**config.mk**
```make
export PLATFORM = sky130hd
export DESIGN_NAME = obuffer
export DESIGN_NICKNAME = d
export VERILOG_FILES = /design/src/rtl/obuffer.sv
export SDC_FILE = /design/constraint.sdc
export NUM_CORES = 2
export LEC_CHECK = 0
export CAP_MARGIN = 25
export CORE_MARGIN = 2
export CORE_UTILIZATION = 25
export CTS_CLUSTER_DIAMETER = 120
export DETAILED_ROUTE_END_ITERATION = 6
export GPL_TIMING_DRIVEN = 0
export PLACE_DENSITY = 0.45
export SETUP_SLACK_MARGIN = 0.05
export SKIP_CTS_REPAIR_TIMING = 1
export SLEW_MARGIN = 20
export SYNTH_ARGS = -nofsm -noshare
export SYNTH_HDL_FRONTEND = slang
export SYNTH_SLANG_ARGS = --single-unit
export TNS_END_PERCENT = 30
```
**constraint.sdc**
```tcl
create_clock -name clk -period 14.9 [get_ports clk]
set_input_delay 2.98 -clock clk [delete_from_list [all_inputs] [get_ports clk]]
set_output_delay 2.98 -clock clk [all_outputs]
set_load 0.005 [all_outputs]
```
**src/rtl/obuffer.sv**
```systemverilog
// Egress buffer: FIFO of packed 2-beat fabric words unpacked into a 64-bit Avalon-ST beat stream.
// Optional framing checker is built when OBUFFER_PKT_CHECK_EN is defined.
module obuffer #(
  parameter int PACKET_WIDTH = 142,
  parameter int DATA_WIDTH   = 64,
  parameter int DEPTH        = 16
) (
  input  logic                     clk,
  input  logic                     reset,
  input  logic                     i_valid,
  input  logic [PACKET_WIDTH-1:0]  i_data,
  output logic                     o_ready,
  output logic [$clog2(DEPTH):0]   o_space_left,
  output logic                     o_valid,
  output logic                     o_sop,
  output logic                     o_eop,
  output logic [DATA_WIDTH-1:0]    o_data,
  output logic [2:0]               o_empty,
  output logic                     o_error,
  input  logic                     i_ready,
  output logic                     o_proto_err
);

  localparam int H  = PACKET_WIDTH / 2;
  localparam int AW = $clog2(DEPTH);
  localparam logic [AW:0] DEPTH_C = (AW+1)'(DEPTH);

  typedef enum logic {UPPER = 1'b0, LOWER = 1'b1} phase_t;

  logic [PACKET_WIDTH-1:0] mem_r [DEPTH];
  logic [AW-1:0]           wr_ptr_r, rd_ptr_r;
  logic [AW:0]             count_r, count_next_s;
  phase_t                  phase_r;
  logic [H-2:0]            sel_half_s;
  logic                    push_s, pop_s, load_s;

  // Handshakes, half selection and next FIFO occupancy
  always_comb begin
    push_s       = i_valid && o_ready;
    load_s       = (!o_valid || i_ready) && (count_r != {(AW+1){1'b0}});
    sel_half_s   = mem_r[rd_ptr_r][PACKET_WIDTH-2 -: H-1];
    pop_s        = 1'b0;
    count_next_s = count_r;
    if (phase_r == LOWER) begin
      sel_half_s = mem_r[rd_ptr_r][H-2:0];
      pop_s      = load_s;
    end else begin
      // A word whose lower half is invalid is consumed in a single beat
      pop_s = load_s && !mem_r[rd_ptr_r][H-1];
    end
    case ({push_s, pop_s})
      2'b10:   count_next_s = count_r + (AW+1)'(1);
      2'b01:   count_next_s = count_r - (AW+1)'(1);
      default: count_next_s = count_r;
    endcase
  end

  // FIFO storage, written on every accepted push
  always_ff @(posedge clk) begin
    if (push_s) begin
      mem_r[wr_ptr_r] <= i_data;
    end
  end

  // FIFO pointers, occupancy and registered flow-control outputs
  always_ff @(posedge clk or posedge reset) begin
    if (reset) begin
      wr_ptr_r     <= {AW{1'b0}};
      rd_ptr_r     <= {AW{1'b0}};
      count_r      <= {(AW+1){1'b0}};
      o_ready      <= 1'b1;
      o_space_left <= DEPTH_C;
    end else begin
      if (push_s) wr_ptr_r <= wr_ptr_r + AW'(1);
      if (pop_s)  rd_ptr_r <= rd_ptr_r + AW'(1);
      count_r      <= count_next_s;
      o_ready      <= (count_next_s < DEPTH_C);
      o_space_left <= DEPTH_C - count_next_s;
    end
  end

  // Unpack FSM and output beat register
  always_ff @(posedge clk or posedge reset) begin
    if (reset) begin
      phase_r <= UPPER;
      o_valid <= 1'b0;
      o_sop   <= 1'b0;
      o_eop   <= 1'b0;
      o_empty <= 3'd0;
      o_error <= 1'b0;
      o_data  <= {DATA_WIDTH{1'b0}};
    end else if (load_s) begin
      o_valid <= 1'b1;
      o_sop   <= sel_half_s[H-2];
      o_eop   <= sel_half_s[H-3];
      o_empty <= sel_half_s[H-4 -: 3];
      o_error <= sel_half_s[DATA_WIDTH];
      o_data  <= sel_half_s[DATA_WIDTH-1:0];
      case (phase_r)
        UPPER:   phase_r <= mem_r[rd_ptr_r][H-1] ? LOWER : UPPER;
        LOWER:   phase_r <= UPPER;
        default: phase_r <= UPPER;
      endcase
    end else if (i_ready) begin
      o_valid <= 1'b0;
    end
  end

`ifdef OBUFFER_PKT_CHECK_EN
  logic in_pkt_r, proto_err_r, bad_beat_s;

  // Framing violations on the beat being loaded
  always_comb begin
    bad_beat_s = (sel_half_s[H-2] && in_pkt_r) || (!sel_half_s[H-2] && !in_pkt_r) ||
                 ((phase_r == UPPER) && !mem_r[rd_ptr_r][PACKET_WIDTH-1]);
  end

  // Packet tracker and sticky protocol error flag
  always_ff @(posedge clk or posedge reset) begin
    if (reset) begin
      in_pkt_r    <= 1'b0;
      proto_err_r <= 1'b0;
    end else if (load_s) begin
      if (bad_beat_s) proto_err_r <= 1'b1;
      in_pkt_r <= sel_half_s[H-3] ? 1'b0 : (sel_half_s[H-2] ? 1'b1 : in_pkt_r);
    end
  end

  assign o_proto_err = proto_err_r;
`else
  assign o_proto_err = 1'b0;
`endif

endmodule

```
==> out/qor.yml <==
timing:
  final_max_slew_viol_count: 0
  worst_pin_slew_ns: 1.120
  fmax_mhz: 158.8
  fin_setup_tns_ns: 0
  fin_crit_sh_pct: 42.26
  rsz0062_at_grt: "no"
  skew_ns: 0.07656
  period_needed_ns: 6.296
  hold_viol_final: 0
  finalSetupViolCount: 0
  slew-limit-headroom_pct: 25.33
power:
  p_total_uw: 20880
  peakVddDrop_mv: 0.1009
  powerDensity_mw_per_mm2: 191.5
  power_leakage_uw: 0.03475
synthesis:
  synthesis.area_mm2: 0.08904
  async_flop_share_pct: 3.836
  ys_seq_area_share_pct: 78.62
  ys_ff_latch: 2346
  yosysWarningCount: 0
  synthFlopType: "edfxtp_1"
  synthTopCellsByArea: "edfxtp_1 76%, mux4_2 11%, mux2i_1 3.1%, dfrtp_1 2.5%, a22oi_1 0.83%"
  synth_cell_types: 56
  synth_top_area_share_pct: 76.09
  syn_area_per_cell_um2: 21.61
  synthesis.nets: 4279
  synth_common_cells: "2256 x edfxtp_1, 432 x mux4_2, 280 x mux2i_1, 108 x clkbuf_1, 98 x a22oi_1"
  synth_edf_count: 2256
  yosysTopAreaCell: "edfxtp_1"
  yosysMostFrequentCell: "edfxtp_1"
  synth_cells: 4121
worst_setup_path:
  r2r_end: "o_space_left[4]"
  r2r_setup_slack_ns: 9.91
  reg2reg_from: "rd_ptr_r[0]"
  worstPathMaxFanout: 10
  required_ns: 15.69
  crit_type: "primary input to flip-flop"
  reg2reg_depth: 18
  worstSetupEndpointType: "flip-flop"
  start_kind: "primary input"
  cp.arrival_ns: 7.08
route:
  top_layer_used: "met5"
  ant_nets: 0
  drt_iter0_drc: 4534
  wl_met2_um: 151400
  firstDrtPassIters: 5
  vias_per_cell: 4.688
  wl_um: 300800
  vias: 45920
  drc_errors: 0
  met3WireLength_um: 15530
  met1_length_um: 121900
  wl_per_cell_um: 30.71
min_path:
  hold_start: "o_data[16]"
  whs_path_depth: 2
  min_path_type: "flip-flop to flip-flop"
  min_to: "o_data[16]"
clock_network:
  clkLatencyLatePin_ns: 0.92
  clkSlewWorstSetupHoldPaths_ns: 0.06
  root_buffer: "clkbuf_16"
  cts_max_level: 4
  cts_tree: "yes"
  numClockSinks: 2346
  clock_tree.buffer_depth: 4
  cts_buffers: 238
floorplanning:
  die_h_um: 600.8
  core_mm2: 0.3551
  io_pins: 224
  die_area_mm2: 0.3609
  die-width_um: 600.8
  start_util_pct: 25.07
  std_cell_rows: 219
cells_and_area:
  fill_cells: 34440
  fin_util_pct: 30.72
  drive_gt1_share_pct: 23.73
  syn_to_final_growth_pct: 22.52
  fin_nets: 4990
global_routing:
  grt_pass1_vias: 46680
  grt_pass1_wl_um: 408900
  grt_max_degree: 65
  grtUsageTotal_pct: 16.30
  overflow: 0
  grt_antenna_before_repair: 78
placement:
  dp_hpwl_um: 215500
  io_buffers: 221
  gp_congestion: 0.7733
run_status:
  status: "finished, final reports clean"
job:
  cap_violations: 0
-- worst max path at each step --
stage | startpoint | to | slack (ns) | cells after the start
finish | i_ready | o_space_left[4] | 8.60 | 15
detailed placement | i_ready | o_space_left[4] | 7.66 | 15
global route | i_ready | o_space_left[4] | 8.42 | 15
floorplan | i_valid | mem_r[3][0] | 1.04 | 4
global placement | i_valid | mem_r[2][103] | -15.12 | 5
CTS | i_ready | o_space_left[4] | 8.58 | 15
-- stage by stage --
step	std cells	area [um^2]	setup slack, ns	hold slack, ns
2_1_floorplan	4121	89040	1.045	0.4673
3_3_place_gp	9093	97190	-15.12	0.4703
3_5_place_dp	9341	101300	7.660	0.4746
4_1_cts	9776	109000	8.581	0.4878
5_1_grt	9789	109100	8.421	0.5254
6_report	9794	109100	8.604	0.4836
-- where the power goes --
group / internal, uW / switching, uW / leakage, uW
registers: 7780 / 247 / 0.0214
logic: 2510 / 4340 / 0.00956
clock network: 3460 / 2540 / 0.00378
total: 13800 / 7120 / 0.0347
-- critical path, stage by stage --
cell and delay, ns:
clkdlybuf4s50_1 0.46, nand2b_1 0.17, nor2b_1 0.43, buf_2 0.48, nand2_1 0.21, inv_1 0.31
ha_1 0.30, inv_1 0.10, fa_1 0.39, nor2b_1 0.18, o21ai_0 0.13, and3_1 0.19
nor3_1 0.18, xor2_1 0.27, ha_1 0.28
-- state kept, by name (all words and copies together) (netlist names) --
register	count
mem_r	2256
o_data	64
count_r	5
o_space_left	4
rd_ptr_r	4
wr_ptr_r	4
o_empty	3
o_eop	1
o_error	1
o_ready	1
o_sop	1
o_valid	1
phase_r	1
-- cells in the final DEF, fill, tap and decap left out, types with 61 or more instances in the layout --
cell type and count:
a21oi_1 65, dfrtp_1 88, o221ai_1 63, clkdlybuf4s50_1 221
edfxtp_1 2256, o22ai_1 85, mux2i_1 280, buf_12 76
nand2_1 89, buf_2 61, a22oi_1 98, buf_4 143
clkbuf_16 241, clkbuf_1 141, mux4_2 432
-- cells by family (layout without fill, tap and decap cells) --
family	Yosys count	in the layout	synth area share (%)
AO/OA/AOI/OAI	507	507	4.106
XOR/XNOR	11	11	0.1082
adder cells (fa/ha/maj)	12	12	0.1771
buffers and inverters	262	1168	1.490
flip-flops	2346	2346	78.62
multiplexers	718	718	14.15
other	1	17	0.004212
AND/OR/NAND/NOR	264	264	1.346
-- final cells by class --
| cell class | count | area, um^2 | share of cell area [%] |
|---|---|---|---|
| repair buffers | 471 | 6202 | 5.686 |
| plain buffers | 246 | 1292 | 1.185 |
| clock buffers | 317 | 6556 | 6.010 |
| multi-input cells | 1513 | 17840 | 16.35 |
| flip-flops and latches | 2346 | 70000 | 64.17 |
| clock inverters | 118 | 1149 | 1.053 |
| well taps | 4751 | 5944 | 5.449 |
| diodes | 16 | 40.04 | 0.03670 |
| inverters | 16 | 67.56 | 0.06194 |
-- metal layers --
metal	up-vias	global-route usage, %
met1	25050	20.48
met4	36	6.036
li1	18880	-
met5	-	0
met3	465	2.525
met2	1487	28.25
(Power assumes the default switching activity.)
